`src/rtl/tl_a_queue_if.sv`:
```
// TileLink A-channel queue bundle: producer (enq) side, consumer (deq) side
// and the occupancy count. The queue takes the slave view; whoever drives
// the producer and consumer sides takes the master view.
interface tl_a_queue_if #(
  parameter int DEPTH    = 2,
  parameter int ADDR_W   = 21,
  parameter int DATA_W   = 64,
  parameter int SOURCE_W = 7
);
  localparam int MASK_W = DATA_W / 8;
  localparam int CNT_W  = $clog2(DEPTH + 1);

  // Producer side
  logic                io_enq_valid;
  logic                io_enq_ready;
  logic [2:0]          io_enq_bits_opcode;
  logic [2:0]          io_enq_bits_param;
  logic [2:0]          io_enq_bits_size;
  logic [SOURCE_W-1:0] io_enq_bits_source;
  logic [ADDR_W-1:0]   io_enq_bits_address;
  logic [MASK_W-1:0]   io_enq_bits_mask;
  logic [DATA_W-1:0]   io_enq_bits_data;
  logic                io_enq_bits_corrupt;

  // Consumer side
  logic                io_deq_valid;
  logic                io_deq_ready;
  logic [2:0]          io_deq_bits_opcode;
  logic [2:0]          io_deq_bits_param;
  logic [2:0]          io_deq_bits_size;
  logic [SOURCE_W-1:0] io_deq_bits_source;
  logic [ADDR_W-1:0]   io_deq_bits_address;
  logic [MASK_W-1:0]   io_deq_bits_mask;
  logic [DATA_W-1:0]   io_deq_bits_data;
  logic                io_deq_bits_corrupt;

  // Occupancy
  logic [CNT_W-1:0]    io_count;

  modport slave (
    input  io_enq_valid, io_enq_bits_opcode, io_enq_bits_param, io_enq_bits_size,
           io_enq_bits_source, io_enq_bits_address, io_enq_bits_mask,
           io_enq_bits_data, io_enq_bits_corrupt, io_deq_ready,
    output io_enq_ready, io_deq_valid, io_deq_bits_opcode, io_deq_bits_param,
           io_deq_bits_size, io_deq_bits_source, io_deq_bits_address,
           io_deq_bits_mask, io_deq_bits_data, io_deq_bits_corrupt, io_count
  );

  modport master (
    output io_enq_valid, io_enq_bits_opcode, io_enq_bits_param, io_enq_bits_size,
           io_enq_bits_source, io_enq_bits_address, io_enq_bits_mask,
           io_enq_bits_data, io_enq_bits_corrupt, io_deq_ready,
    input  io_enq_ready, io_deq_valid, io_deq_bits_opcode, io_deq_bits_param,
           io_deq_bits_size, io_deq_bits_source, io_deq_bits_address,
           io_deq_bits_mask, io_deq_bits_data, io_deq_bits_corrupt, io_count
  );
endinterface

```
`src/rtl/tl_a_queue.sv`:
```
// Parametrised TileLink A-channel FIFO with occupancy count and optional
// flow-through (empty queue forwards the incoming beat combinationally) and
// pipe (full queue accepts a new beat in the cycle the head leaves) modes.
// Depth need not be a power of two: pointers wrap by explicit compare.
module tl_a_queue #(
  parameter int DEPTH    = 2,
  parameter int ADDR_W   = 21,
  parameter int DATA_W   = 64,
  parameter int SOURCE_W = 7,
  parameter int FLOW     = 0,
  parameter int PIPE     = 0
) (
  input  logic          clock,
  input  logic          reset,
  tl_a_queue_if.slave   bus
);
  localparam int MASK_W = DATA_W / 8;
  localparam int CNT_W  = $clog2(DEPTH + 1);
  localparam int PTR_W  = (DEPTH > 1) ? $clog2(DEPTH) : 1;
  localparam int BEAT_W = 9 + SOURCE_W + ADDR_W + MASK_W + DATA_W + 1;

  localparam logic             FLOW_EN  = (FLOW != 0);
  localparam logic             PIPE_EN  = (PIPE != 0);
  localparam logic [PTR_W-1:0] LAST_PTR = PTR_W'(DEPTH - 1);
  localparam logic [CNT_W-1:0] FULL_CNT = CNT_W'(DEPTH);

  logic [BEAT_W-1:0] r_mem [DEPTH];
  logic [PTR_W-1:0]  r_enqPtr;
  logic [PTR_W-1:0]  r_deqPtr;
  logic              r_maybeFull;

  logic [BEAT_W-1:0] w_enqBeat;
  logic [BEAT_W-1:0] w_headBeat;
  logic [BEAT_W-1:0] w_outBeat;
  logic              w_ptrMatch;
  logic              w_empty;
  logic              w_full;
  logic              w_bypass;
  logic              w_doEnq;
  logic              w_doDeq;
  logic              w_write;
  logic              w_advance;
  logic [CNT_W-1:0]  w_count;

  assign w_enqBeat = {bus.io_enq_bits_opcode, bus.io_enq_bits_param,
                      bus.io_enq_bits_size, bus.io_enq_bits_source,
                      bus.io_enq_bits_address, bus.io_enq_bits_mask,
                      bus.io_enq_bits_data, bus.io_enq_bits_corrupt};

  assign w_headBeat = r_mem[r_deqPtr];

  // Equal pointers are ambiguous; maybe_full says which way they met.
  assign w_ptrMatch = (r_enqPtr == r_deqPtr);
  assign w_empty    = w_ptrMatch & ~r_maybeFull;
  assign w_full     = w_ptrMatch &  r_maybeFull;

  // Flow-through only applies while nothing is stored.
  assign w_bypass = FLOW_EN & w_empty;

  assign bus.io_enq_ready = ~w_full | (PIPE_EN & bus.io_deq_ready);
  assign bus.io_deq_valid = w_bypass ? bus.io_enq_valid : ~w_empty;
  assign w_outBeat        = w_bypass ? w_enqBeat : w_headBeat;

  assign {bus.io_deq_bits_opcode, bus.io_deq_bits_param,
          bus.io_deq_bits_size, bus.io_deq_bits_source,
          bus.io_deq_bits_address, bus.io_deq_bits_mask,
          bus.io_deq_bits_data, bus.io_deq_bits_corrupt} = w_outBeat;

  assign w_doEnq = bus.io_enq_valid & bus.io_enq_ready;
  assign w_doDeq = bus.io_deq_valid & bus.io_deq_ready;

  // A beat forwarded straight through is neither stored nor popped.
  assign w_write   = w_doEnq & ~(w_bypass & bus.io_deq_ready);
  assign w_advance = w_doDeq & ~w_bypass;

  // Occupancy from the pointer distance, with the wrapped case folded back
  // by DEPTH so the result never leaves the CNT_W range.
  always_comb begin
    w_count = CNT_W'(r_enqPtr) - CNT_W'(r_deqPtr);
    if (w_full) begin
      w_count = FULL_CNT;
    end else if (r_enqPtr < r_deqPtr) begin
      w_count = (FULL_CNT - CNT_W'(r_deqPtr)) + CNT_W'(r_enqPtr);
    end
  end

  assign bus.io_count = w_count;

  // Control state: pointers wrap at DEPTH-1 (constant 0 when DEPTH is 1)
  // and maybe_full follows whichever side moved alone.
  always_ff @(posedge clock or posedge reset) begin
    if (reset) begin
      r_enqPtr    <= '0;
      r_deqPtr    <= '0;
      r_maybeFull <= 1'b0;
    end else begin
      if (w_write) begin
        r_enqPtr <= (r_enqPtr == LAST_PTR) ? '0 : r_enqPtr + PTR_W'(1);
      end
      if (w_advance) begin
        r_deqPtr <= (r_deqPtr == LAST_PTR) ? '0 : r_deqPtr + PTR_W'(1);
      end
      if (w_write != w_advance) begin
        r_maybeFull <= w_write;
      end
    end
  end

  // Beat storage is data only and is deliberately left out of reset.
  always_ff @(posedge clock) begin
    if (w_write) begin
      r_mem[r_enqPtr] <= w_enqBeat;
    end
  end
endmodule

```
`src/flat_wrapper.sv`:
```
// flat-port wrapper written by rule: the top's interface ports become plain ports
module tl_a_queue_flat 
#(
  parameter int DEPTH    = 2,
  parameter int ADDR_W   = 21,
  parameter int DATA_W   = 64,
  parameter int SOURCE_W = 7,
  parameter int FLOW     = 0,
  parameter int PIPE     = 0
)
  (clock, reset, bus_io_enq_valid, bus_io_enq_bits_opcode, bus_io_enq_bits_param, bus_io_enq_bits_size, bus_io_enq_bits_source, bus_io_enq_bits_address, bus_io_enq_bits_mask, bus_io_enq_bits_data, bus_io_enq_bits_corrupt, bus_io_deq_ready, bus_io_enq_ready, bus_io_deq_valid, bus_io_deq_bits_opcode, bus_io_deq_bits_param, bus_io_deq_bits_size, bus_io_deq_bits_source, bus_io_deq_bits_address, bus_io_deq_bits_mask, bus_io_deq_bits_data, bus_io_deq_bits_corrupt, bus_io_count);
  tl_a_queue_if #(.DEPTH(DEPTH), .ADDR_W(ADDR_W), .DATA_W(DATA_W), .SOURCE_W(SOURCE_W)) bus_i ();
  input  logic clock;
  input  logic reset;
  input wire logic [$bits(bus_i.io_enq_valid)-1:0] bus_io_enq_valid;
  input wire logic [$bits(bus_i.io_enq_bits_opcode)-1:0] bus_io_enq_bits_opcode;
  input wire logic [$bits(bus_i.io_enq_bits_param)-1:0] bus_io_enq_bits_param;
  input wire logic [$bits(bus_i.io_enq_bits_size)-1:0] bus_io_enq_bits_size;
  input wire logic [$bits(bus_i.io_enq_bits_source)-1:0] bus_io_enq_bits_source;
  input wire logic [$bits(bus_i.io_enq_bits_address)-1:0] bus_io_enq_bits_address;
  input wire logic [$bits(bus_i.io_enq_bits_mask)-1:0] bus_io_enq_bits_mask;
  input wire logic [$bits(bus_i.io_enq_bits_data)-1:0] bus_io_enq_bits_data;
  input wire logic [$bits(bus_i.io_enq_bits_corrupt)-1:0] bus_io_enq_bits_corrupt;
  input wire logic [$bits(bus_i.io_deq_ready)-1:0] bus_io_deq_ready;
  output wire logic [$bits(bus_i.io_enq_ready)-1:0] bus_io_enq_ready;
  output wire logic [$bits(bus_i.io_deq_valid)-1:0] bus_io_deq_valid;
  output wire logic [$bits(bus_i.io_deq_bits_opcode)-1:0] bus_io_deq_bits_opcode;
  output wire logic [$bits(bus_i.io_deq_bits_param)-1:0] bus_io_deq_bits_param;
  output wire logic [$bits(bus_i.io_deq_bits_size)-1:0] bus_io_deq_bits_size;
  output wire logic [$bits(bus_i.io_deq_bits_source)-1:0] bus_io_deq_bits_source;
  output wire logic [$bits(bus_i.io_deq_bits_address)-1:0] bus_io_deq_bits_address;
  output wire logic [$bits(bus_i.io_deq_bits_mask)-1:0] bus_io_deq_bits_mask;
  output wire logic [$bits(bus_i.io_deq_bits_data)-1:0] bus_io_deq_bits_data;
  output wire logic [$bits(bus_i.io_deq_bits_corrupt)-1:0] bus_io_deq_bits_corrupt;
  output wire logic [$bits(bus_i.io_count)-1:0] bus_io_count;
  assign bus_i.io_enq_valid = bus_io_enq_valid;
  assign bus_i.io_enq_bits_opcode = bus_io_enq_bits_opcode;
  assign bus_i.io_enq_bits_param = bus_io_enq_bits_param;
  assign bus_i.io_enq_bits_size = bus_io_enq_bits_size;
  assign bus_i.io_enq_bits_source = bus_io_enq_bits_source;
  assign bus_i.io_enq_bits_address = bus_io_enq_bits_address;
  assign bus_i.io_enq_bits_mask = bus_io_enq_bits_mask;
  assign bus_i.io_enq_bits_data = bus_io_enq_bits_data;
  assign bus_i.io_enq_bits_corrupt = bus_io_enq_bits_corrupt;
  assign bus_i.io_deq_ready = bus_io_deq_ready;
  assign bus_io_enq_ready = bus_i.io_enq_ready;
  assign bus_io_deq_valid = bus_i.io_deq_valid;
  assign bus_io_deq_bits_opcode = bus_i.io_deq_bits_opcode;
  assign bus_io_deq_bits_param = bus_i.io_deq_bits_param;
  assign bus_io_deq_bits_size = bus_i.io_deq_bits_size;
  assign bus_io_deq_bits_source = bus_i.io_deq_bits_source;
  assign bus_io_deq_bits_address = bus_i.io_deq_bits_address;
  assign bus_io_deq_bits_mask = bus_i.io_deq_bits_mask;
  assign bus_io_deq_bits_data = bus_i.io_deq_bits_data;
  assign bus_io_deq_bits_corrupt = bus_i.io_deq_bits_corrupt;
  assign bus_io_count = bus_i.io_count;
  tl_a_queue #(.DEPTH(DEPTH), .ADDR_W(ADDR_W), .DATA_W(DATA_W), .SOURCE_W(SOURCE_W), .FLOW(FLOW), .PIPE(PIPE)) u_core (.clock(clock), .reset(reset), .bus(bus_i));
endmodule
```
`config.mk`:
```
export PLATFORM = sky130hd
export DESIGN_NAME = tl_a_queue_flat
export DESIGN_NICKNAME = d
export VERILOG_FILES = /design/src/rtl/tl_a_queue_if.sv /design/src/rtl/tl_a_queue.sv /design/src/flat_wrapper.sv
export SDC_FILE = /design/constraint.sdc
export NUM_CORES = 1
export LEC_CHECK = 0
export BUFFER_PORTS_ARGS = -buffer_cell sky130_fd_sc_hd__buf_2
export CAP_MARGIN = 5
export CORE_UTILIZATION = 45
export CTS_BUF_LIST = sky130_fd_sc_hd__clkbuf_4 sky130_fd_sc_hd__clkbuf_8
export DETAILED_ROUTE_END_ITERATION = 10
export PLACE_DENSITY = 0.7
export SLEW_MARGIN = 40
export SYNTH_ARGS = -nofsm -noshare
export SYNTH_HDL_FRONTEND = slang
export SYNTH_SLANG_ARGS = --single-unit
```
`constraint.sdc`:
```
create_clock -name clock -period 7.04 [get_ports clock]
set_input_delay 0.352 -clock clock [delete_from_list [all_inputs] [get_ports clock]]
set_output_delay 0.352 -clock clock [all_outputs]
set_load 0.03 [all_outputs]
```
## Word-level counts from Yosys, hierarchy flattened

Memories as Yosys holds them, arrays and structs flattened.
Cells that the tools add are included.

| word-level totals | value |
|---|---|
| bits in registers | 3 |
| bits in writable memories | 220 |
| input bits | 114 |
| memories kept | 1 |

| operators by class | value |
|---|---|
| add/subtract/negate cells | 5 |
| $lt $le $gt $ge | 1 |
| equality and inequality tests | 2 |
| muxes and demuxes | 6 |
| bitwise gates (word level) | 7 |

Memories:

| memory | words | width | read ports | clocked after memory_dff | wr ports | line | RTL |
|---|---|---|---|---|---|---|---|
| u_core.r_mem | 2 | 110 | 1 | 0 | 1 | tl_a_queue.sv:27 | `logic [BEAT_W-1:0] r_mem [DEPTH];` |

Operator list:

| operator | count |
|---|---|
| AND 1 bit | 4 |
| 2-to-1 mux 1 bit | 4 |
| 2-to-1 mux 2 bit | 2 |
| NOT 1 bit | 3 |
| adder 1 bit, second input constant | 2 |
| adder 2 x 1 -> 2 bit | 1 |
| subtractor 1 x 1 -> 2 bit | 1 |
| subtractor 2 x 1 -> 2 bit, first input constant | 1 |
| == test 1 bit | 1 |
| < comparator 1 bit | 1 |
| != test 1 bit | 1 |

## Logic depth before layout (Yosys ltp)

Gate-level depths: netlist of run 1.

| logic depth | value |
|---|---|
| depth in word-level cells | 6 |
| mapped depth | 5 |
| mapped depth without buffers | 5 |

## Least setup slack after synthesis of run 1

Ideal clock, no wire load.

| path | value |
|---|---|
| path type | reg-to-reg |
| start point | register u_core.r_deqPtr |
| end point | memory u_core.r_mem[0][0] (netlist bit), enable pin |
| arrival time | 5761 ps |
| required time | 6460 ps |
| setup slack | 698 ps |
| cell stages (with the launch flop) | 5 |
| buffers on the path | 0 |
| path through | dfrtp_1 -> ha_1 -> nand2_1 -> nand2_1 -> nor2_1 |

| on the way | value |
|---|---|
| longest elaborated chain between the ends | 6 |

Ends and longest elaborated chain:

| element | line | RTL |
|---|---|---|
| start: declaration | tl_a_queue.sv:29 | `logic [PTR_W-1:0] r_deqPtr;` |
| start signal: assignment | tl_a_queue.sv:101 | `r_deqPtr <= (r_deqPtr == LAST_PTR) ? '0 : r_deqPtr + PTR_W'(1);` |
| == test 1 bit | tl_a_queue.sv:53 | `assign w_ptrMatch = (r_enqPtr == r_deqPtr);` |
| AND 1 bit | tl_a_queue.sv:55 | `assign w_full = w_ptrMatch & r_maybeFull;` |
| NOT 1 bit | tl_a_queue.sv:60 | `assign bus.io_enq_ready = ~w_full \| (PIPE_EN & bus.io_deq_ready);` |
| via bus_io_enq_ready | flat_wrapper.sv:25 | `output wire logic [$bits(bus_i.io_enq_ready)-1:0] bus_io_enq_ready;` |
| AND 1 bit | tl_a_queue.sv:69 | `assign w_doEnq = bus.io_enq_valid & bus.io_enq_ready;` |
| 2-to-1 mux 1 bit | tl_a_queue.sv:111 | `if (w_write) begin` |
| 2-to-1 mux 1 bit (implied by the code) | tl_a_queue.sv:112 | `r_mem[r_enqPtr] <= w_enqBeat;` |
| end: declaration | tl_a_queue.sv:27 |  |

The timed path passes the listed nets, and every way through them passes these cells.

## Worst setup path after layout of run 1

| path | value |
|---|---|
| start point | register u_core.r_deqPtr |
| end point | output bus_io_deq_bits_data[16] |

| on the way | value |
|---|---|
| longest elaborated chain between the ends | 1 |

Ends and longest elaborated chain:

| element | line | RTL |
|---|---|---|
| memory read (2 x 110 bit) | - |  |
| end: declaration | flat_wrapper.sv:33 | `output wire logic [$bits(bus_i.io_deq_bits_data)-1:0] bus_io_deq_bits_data;` |

Every way passes these cells.

==> results of run 1 <==
registers in the layout (all words and copies together), names as in the netlist:
register,cells
u_core.r_maybeFull,1
u_core.r_enqPtr,1
u_core.r_deqPtr,1
u_core.r_mem,220
worst max-delay path, stage by stage, from the launching register on:
cell and delay [ns]:
sky130_fd_sc_hd__dfrtp_4 0.85, sky130_fd_sc_hd__buf_6 0.56, sky130_fd_sc_hd__mux2_2 0.43, sky130_fd_sc_hd__buf_2 0.18
power by group:
| part | internal (mW) | switching (mW) | leakage (nW) |
|---|---|---|---|
| Clock | 0.568 | 0.467 | 0.358 |
| Sequential | 1.87 | 0.124 | 2.08 |
| Combinational | 0.589 | 1.16 | 1.59 |
cell usage in the layout (no fill, tap or decap):
cell	count
sky130_fd_sc_hd__dlygate4sd3_1	44
sky130_fd_sc_hd__clkinv_2	3
sky130_fd_sc_hd__clkinv_1	7
sky130_fd_sc_hd__buf_2	227
sky130_fd_sc_hd__ha_1	1
sky130_fd_sc_hd__dfrtp_1	2
sky130_fd_sc_hd__diode_2	2
sky130_fd_sc_hd__inv_1	4
sky130_fd_sc_hd__clkbuf_8	39
sky130_fd_sc_hd__a21oi_1	2
sky130_fd_sc_hd__dfrtp_4	1
sky130_fd_sc_hd__clkinv_4	1
sky130_fd_sc_hd__buf_4	3
sky130_fd_sc_hd__xnor2_1	2
sky130_fd_sc_hd__clkbuf_4	11
sky130_fd_sc_hd__nand2b_1	2
sky130_fd_sc_hd__mux2_2	110
sky130_fd_sc_hd__edfxtp_1	220
sky130_fd_sc_hd__clkinvlp_4	1
sky130_fd_sc_hd__buf_6	2
sky130_fd_sc_hd__nand2_1	3
sky130_fd_sc_hd__nor2_4	2
synth_stat cells (all sizes together):
cell type / n / area (sq um)
nand2b: 2 / 12.5
a21oi: 2 / 10.0
mux2: 110 / 1240
dfrtp: 3 / 75.1
edfxtp: 220 / 6610
ha: 1 / 12.5
nand2: 3 / 11.3
buf: 12 / 123
xnor2: 2 / 17.5
nor2: 2 / 7.51
inv: 4 / 15.0
path summary, 6_finish.rpt:
| check | to | slack (ns) | start |
|---|---|---|---|
| max in group asynchronous | u_core.r_deqPtr$_DFFE_PP0P_ | 6.62 | reset |
| min reg2reg | u_core.r_maybeFull$_DFFE_PP0P_ | 0.55 | u_core.r_maybeFull$_DFFE_PP0P_ |
| max | bus_io_deq_bits_data[16] | 4.07 | u_core.r_deqPtr$_DFFE_PP0P_ |
| min | u_core.r_mem[0][83]$_DFFE_PP_ | 0.03 | bus_io_enq_bits_address[10] |
| max reg2reg | u_core.r_mem[1][109]$_DFFE_PP_ | 4.29 | u_core.r_deqPtr$_DFFE_PP0P_ |
| min in group asynchronous | u_core.r_deqPtr$_DFFE_PP0P_ | 0.27 | reset |
cells by family after synthesis:
logic type | share of synthesized area, %
XOR/XNOR | 0.216
AO/OA/AOI/OAI | 0.123
flip-flops | 82.2
buffers and inverters | 1.69
adder cells (fa/ha/maj) | 0.154
multiplexers | 15.2
AND/OR/NAND/NOR | 0.385
stage by stage:
stage               power [mW]  utilization [%]
floorplan                 3.37                -
global placement          3.74             54.2
detailed placement        3.77             54.2
CTS                       4.84             60.6
global route              5.00             60.7
finish                    4.78             60.7
cell type report:
type	instances	area, sq um
fillers	1343	6870
clock buffers	50	619
flip-flops and latches	223	6690
multi-input cells	122	1330
clock inverters	12	57.6
well taps	225	282
repair buffers	276	1620
diodes	2	5.00
inverters	4	15.0
layer usage:
metal	part of all wire, %	routed length [um]	vias up
met2	51	7840	178
met4	2.0	316	2
met3	8.7	1350	22
li1	-	-	2051
met1	38	5920	2142
met5	0.084	13	-
==> impl_table.tex, run 1 <==
\begin{tabular}{lr}
\hline
Metric & Value \\
\hline
\multicolumn{2}{l}{\textbf{Layout}} \\
Post-layout net count & 779 \\
Share of final-layout standard cells stronger than drive strength 1 & 58.2\% \\
Area growth, synth to finish & 30.5\% \\
Post-route cell area & around 11000 sq um \\
Post-route insts no fill & 914 \\
\multicolumn{2}{l}{\textbf{Timing}} \\
Number of setup violations in the final report & 0 \\
Period utilization & 42.2\% \\
Total negative slack & 0 ns \\
Setup WS post-layout & 4.07 ns \\
Maximum operating frequency & approximately 340 MHz \\
Post-layout min period & 2.97 ns \\
Max-slew violations & 0 \\
Count of endpoints failing hold in the final timing report & 0 \\
Final Hold Slack & 0.0327 ns \\
Remaining max-slew budget at the tightest pin & a little under half \\
Unrepaired setup endpoints after global routing & no \\
Post-Route Skew & 0.0177 ns \\
Tightest Pin Transition & 0.797 ns \\
\multicolumn{2}{l}{\textbf{Setup path}} \\
Arrival time at the worst endpoint & roughly 2.6 ns \\
CP endpoint kind & output port \\
Kind of critical path & flop to output port \\
Maximum fanout along the worst path & 64 \\
R2R depth & 5 \\
Setup crit start kind & flop \\
Required time of the worst setup path & 6.69 ns \\
\multicolumn{2}{l}{\textbf{Floorplan}} \\
Die span in x & 136 um \\
Die Height & 136 um \\
Die area & 18600 sq um \\
Site row count & 48 \\
Core region area & between 15000 and 20000 sq um \\
I/O pin cnt & about 230 \\
Initial Utilization & 46.5\% \\
\multicolumn{2}{l}{\textbf{Clock network}} \\
Post-CTS setup buffers & 0 \\
Clock tree root buffer cell & sky130\_fd\_sc\_hd\_\_clkbuf\_8 \\
Clock network latency to the later pin of the worst-skew pair & 0.51 ns \\
Number of sinks handled by clock tree synthesis & 223 \\
Clock-pin transition on the worst setup and hold timing paths & 0.06 ns \\
Largest buffer count on any clock path & 3 \\
Resized Gates After CTS & 0 \\
Number of H-tree levels & 2 \\
CTS tree & yes \\
Hold buffer count at cts & 43 \\
TritonCTS Buffers & 37 \\
\multicolumn{2}{l}{\textbf{Detailed routing}} \\
Detail Route Antenna Nets & 0 \\
Detailed router's first-iteration violation count & 275 \\
DRC violation count after routing & 0 \\
Detailed-routing iteration count for the pre-antenna-repair pass & 4 \\
Wire per inst & 16.9 um \\
WL final & $\sim$15 mm \\
Vias per Instance & 4.81 \\
Via total after detailed routing & 4395 \\
\multicolumn{2}{l}{\textbf{Placement}} \\
Cell area after placement & 9480 sq um \\
Count of placed standard cells including taps & 806 \\
I/O Buffers & 227 \\
RD Place Congestion & approximately 0.7 \\
HPWL after detailed placement & about 9.5 mm \\
Worst Setup Slack post-DPL & 4.21 ns \\
\multicolumn{2}{l}{\textbf{GRT}} \\
Pin count of the biggest net entering global routing & 65 \\
Wire length of the first global-routing pass & 22.8 mm \\
Number of global-route vias before repair & 4617 \\
Initial antenna violation count & 1 \\
GRT met2 Usage & 27.6\% \\
Global route total overflow & 0 \\
Met1 demand-to-capacity share in global routing & 19.0\% \\
Most Crowded Layer GR & met2 \\
GR Util met3 & 5.85\% \\
Total Routing Usage GR & 16.5\% \\
\multicolumn{2}{l}{\textbf{Yosys}} \\
Number of distinct library cells after synthesis & 12 \\
Number of nets produced by synthesis & 476 \\
Total number of yosys warnings & 0 \\
Flip-flop and latch count after synthesis & about 220 \\
Post-Synthesis Cell Area & 8130 sq um \\
Synth Area per Inst & 22.5 sq um \\
Gate count after technology mapping & 361 \\
Fraction of the yosys area taken by sequential cells & between 80\% and 90\% \\
\multicolumn{2}{l}{\textbf{Hold path}} \\
Worst hold path class & input port to flop \\
Cell depth of the worst hold path & 1 \\
\multicolumn{2}{l}{\textbf{Power and ir drop}} \\
Total power density per cell area & 450 nW/um\^{}2 \\
Worst VDD drop & 0.000241 V \\
Leakage power total & 4.03 nW \\
\multicolumn{2}{l}{\textbf{Flow run}} \\
Number of max-capacitance violations reported & 0 \\
\multicolumn{2}{l}{\textbf{Outcome}} \\
Outcome & completed \\
\hline
\end{tabular}
(Power assumes the default switching activity.)
==> inputs of run 2 (changes only) <==
Clock period 7.04 ns to 2.74 ns, I/O delays scaled along.
==> run 2 against run 1 <==
  * Wire length up 8.5%
  * Total power rose to 2.7 times the previous value
  * Clock-buffer cell count up 2
  * Via count up 7.6%
  * Utilization up 4.8 points
  * Non-clock buffer count up 70
  * Sequential share of layout area down 4.6 points
==> impl_table.tex, run 2 (synthesized netlist as in run 1, its figures left out) <==
\begin{tabular}{lr}
\hline
Metric & Value \\
\hline
\multicolumn{2}{l}{\textbf{Detailed routing}} \\
Detailed router's first-iteration violation count & 221 \\
WL final & 16.8 mm \\
Vias per Instance & 4.80 \\
Via total after detailed routing & around 4700 \\
DRC violation count after routing & 0 \\
Wire per inst & 17.0 um \\
Detail Route Antenna Nets & 0 \\
Detailed-routing iteration count for the pre-antenna-repair pass & 4 \\
\multicolumn{2}{l}{\textbf{Timing}} \\
Unrepaired setup endpoints after global routing & no \\
Count of endpoints failing hold in the final timing report & 0 \\
Maximum operating frequency & 439 MHz \\
Remaining max-slew budget at the tightest pin & 56.8\% \\
Number of setup violations in the final report & 0 \\
Post-Route Skew & 0.0235 ns \\
Period utilization & 83.1\% \\
Post-layout min period & $\sim$2.3 ns \\
Total negative slack & 0 ns \\
Tightest Pin Transition & 0.648 ns \\
Max-slew violations & 0 \\
\multicolumn{2}{l}{\textbf{Clock network}} \\
Clock network latency to the later pin of the worst-skew pair & 0.51 ns \\
Resized Gates After CTS & 0 \\
CTS tree & yes \\
Number of H-tree levels & 2 \\
Number of sinks handled by clock tree synthesis & 223 \\
Clock tree root buffer cell & sky130\_fd\_sc\_hd\_\_clkbuf\_8 \\
TritonCTS Buffers & 37 \\
Largest buffer count on any clock path & 3 \\
Clock-pin transition on the worst setup and hold timing paths & 0.06 ns \\
\multicolumn{2}{l}{\textbf{Floorplan}} \\
Initial Utilization & between 40\% and 50\% \\
Site row count & 48 \\
Die area & between 15000 and 20000 sq um \\
I/O pin cnt & 228 \\
Die span in x & between 100 and 150 um \\
Die Height & 136 um \\
Core region area & 17500 sq um \\
\multicolumn{2}{l}{\textbf{Placement}} \\
Cell area after placement & approximately 9600 sq um \\
HPWL after detailed placement & around 9.6 mm \\
Count of placed standard cells including taps & 806 \\
RD Place Congestion & 0.728 \\
I/O Buffers & around 230 \\
\multicolumn{2}{l}{\textbf{Power and ir drop}} \\
Leakage power total & 4.36 nW \\
Net switching fraction of the power & 36.6\% \\
Reg power frac & 39.2\% \\
Internal Power & 8.07 mW \\
Combinational share of power & 38.8\% \\
Total power consumption of the routed design & about 13 mW \\
Total power density per cell area & between 1000 and 1500 nW/um\^{}2 \\
Switching power & about 4.7 mW \\
Worst VDD drop & roughly 0.00083 V \\
Clock network power share & 22.0\% \\
\multicolumn{2}{l}{\textbf{Setup path}} \\
R2R Path Start & u\_core.r\_deqPtr\$\_DFFE\_PP0P\_ \\
CP endpoint kind & output port \\
Maximum fanout along the worst path & 111 \\
R2r setup slk & 0.85 ns \\
Required time of the worst setup path & 2.60 ns \\
Endpoint of the lowest-slack register-to-register path & u\_core.r\_maybeFull\$\_DFFE\_PP0P\_ \\
R2R depth & 5 \\
Arrival time at the worst endpoint & 2.14 ns \\
Setup crit start kind & flop \\
Kind of critical path & flop to output port \\
\multicolumn{2}{l}{\textbf{Outcome}} \\
Outcome & completed \\
\multicolumn{2}{l}{\textbf{Layout}} \\
Most frequent standard cell in the layout excluding fill and tap cells & sky130\_fd\_sc\_hd\_\_buf\_2 \\
Share of final-layout standard cells stronger than drive strength 1 & 53.2\% \\
Number of flip-flops under the largest register name & 220 \\
Post-route insts no fill & around 990 \\
Area growth, synth to finish & 40.8\% \\
Post-layout net count & 849 \\
Post-route cell area & $\sim$11000 sq um \\
Reg with most FFs & u\_core.r\_mem \\
Fin util & approximately two thirds \\
Antenna diode instance count & 0 \\
Most used cells in the layout excluding fill and tap cells & 227 x sky130\_fd\_sc\_hd\_\_buf\_2, 220 x sky130\_fd\_sc\_hd\_\_edfxtp\_1, 114 x sky130\_fd\_sc\_hd\_\_dlygate4sd3\_1 \\
\multicolumn{2}{l}{\textbf{GRT}} \\
Global route total overflow & 0 \\
Number of global-route vias before repair & roughly 5200 \\
Wire length of the first global-routing pass & 25.4 mm \\
Pin count of the biggest net entering global routing & 112 \\
Initial antenna violation count & 0 \\
Total Routing Usage GR & between 10\% and 20\% \\
\multicolumn{2}{l}{\textbf{Hold path}} \\
Worst hold path class & input port to asynchronous set/reset pin \\
\multicolumn{2}{l}{\textbf{Flow run}} \\
Number of max-capacitance violations reported & 0 \\
\hline
\end{tabular}
run 2: worst max-delay path, cell delays in order, from the launching register on:
cell                      delay (ns)
sky130_fd_sc_hd__dfrtp_4        0.45
sky130_fd_sc_hd__buf_12         0.46
sky130_fd_sc_hd__mux2_2         0.43
sky130_fd_sc_hd__buf_2          0.18
run 2: power groups by stage:
stage          Clock (mW)  Combinational [mW]  Sequential [mW]
2_1_floorplan           0                3.63             5.02
3_3_place_gp            0                4.75             5.00
3_5_place_dp            0                4.82             5.05
4_1_cts              2.86                4.98             4.99
5_1_grt              3.01                5.21             5.06
6_report             2.80                4.94             4.99
run 2: worst max-delay path by stage:
stage                     cells after the start                       endpoint  slack (ns)                        start
after floorplan                               5   u_core.r_mem[0][0]$_DFFE_PP_       -0.24  u_core.r_enqPtr$_DFFE_PP0P_
after global placement                        5  u_core.r_mem[0][47]$_DFFE_PP_        0.98  u_core.r_deqPtr$_DFFE_PP0P_
after detailed placement                      6  u_core.r_mem[0][47]$_DFFE_PP_        0.93  u_core.r_enqPtr$_DFFE_PP0P_
after CTS                                     3       bus_io_deq_bits_data[44]        0.47  u_core.r_deqPtr$_DFFE_PP0P_
after global routing                          3       bus_io_deq_bits_data[44]        0.39  u_core.r_deqPtr$_DFFE_PP0P_
final                                         3       bus_io_deq_bits_data[44]        0.46  u_core.r_deqPtr$_DFFE_PP0P_
run 2: final cells by class:
| type | count | area (sq um) |
|---|---|---|
| inverters | 4 | 15.0 |
| flip-flops and latches | 223 | 6690 |
| repair buffers | 346 | 2380 |
| clock buffers | 52 | 634 |
| well taps | 225 | 282 |
| multi-input cells | 122 | 1370 |
| clock inverters | 13 | 80.1 |
| fillers | 1202 | 6030 |
run 2: timing repair:
item	CTS	global route
buffers inserted	0	0
hold buffers	114	0
endpoints found under the hold margin	226	0
run 2: routing by layer:
metal | up-vias | track usage, % | part of all wire, %
met5 | - | 0 | 0
met4 | 0 | 7.28 | 2.4
met3 | 34 | 5.89 | 7.5
met2 | 183 | 31.0 | 51
met1 | 2327 | 20.6 | 39
li1 | 2185 | - | -
run 2: per-stage QoR:
stage / hold WS (ns) / setup WS [ns]
6_report: 0.0260 / 0.462
5_1_grt: 0.0228 / 0.390
4_1_cts: 0.00533 / 0.473
3_5_place_dp: 0.00989 / 0.928
3_3_place_gp: 0.00862 / 0.982
2_1_floorplan: -0.109 / -0.239
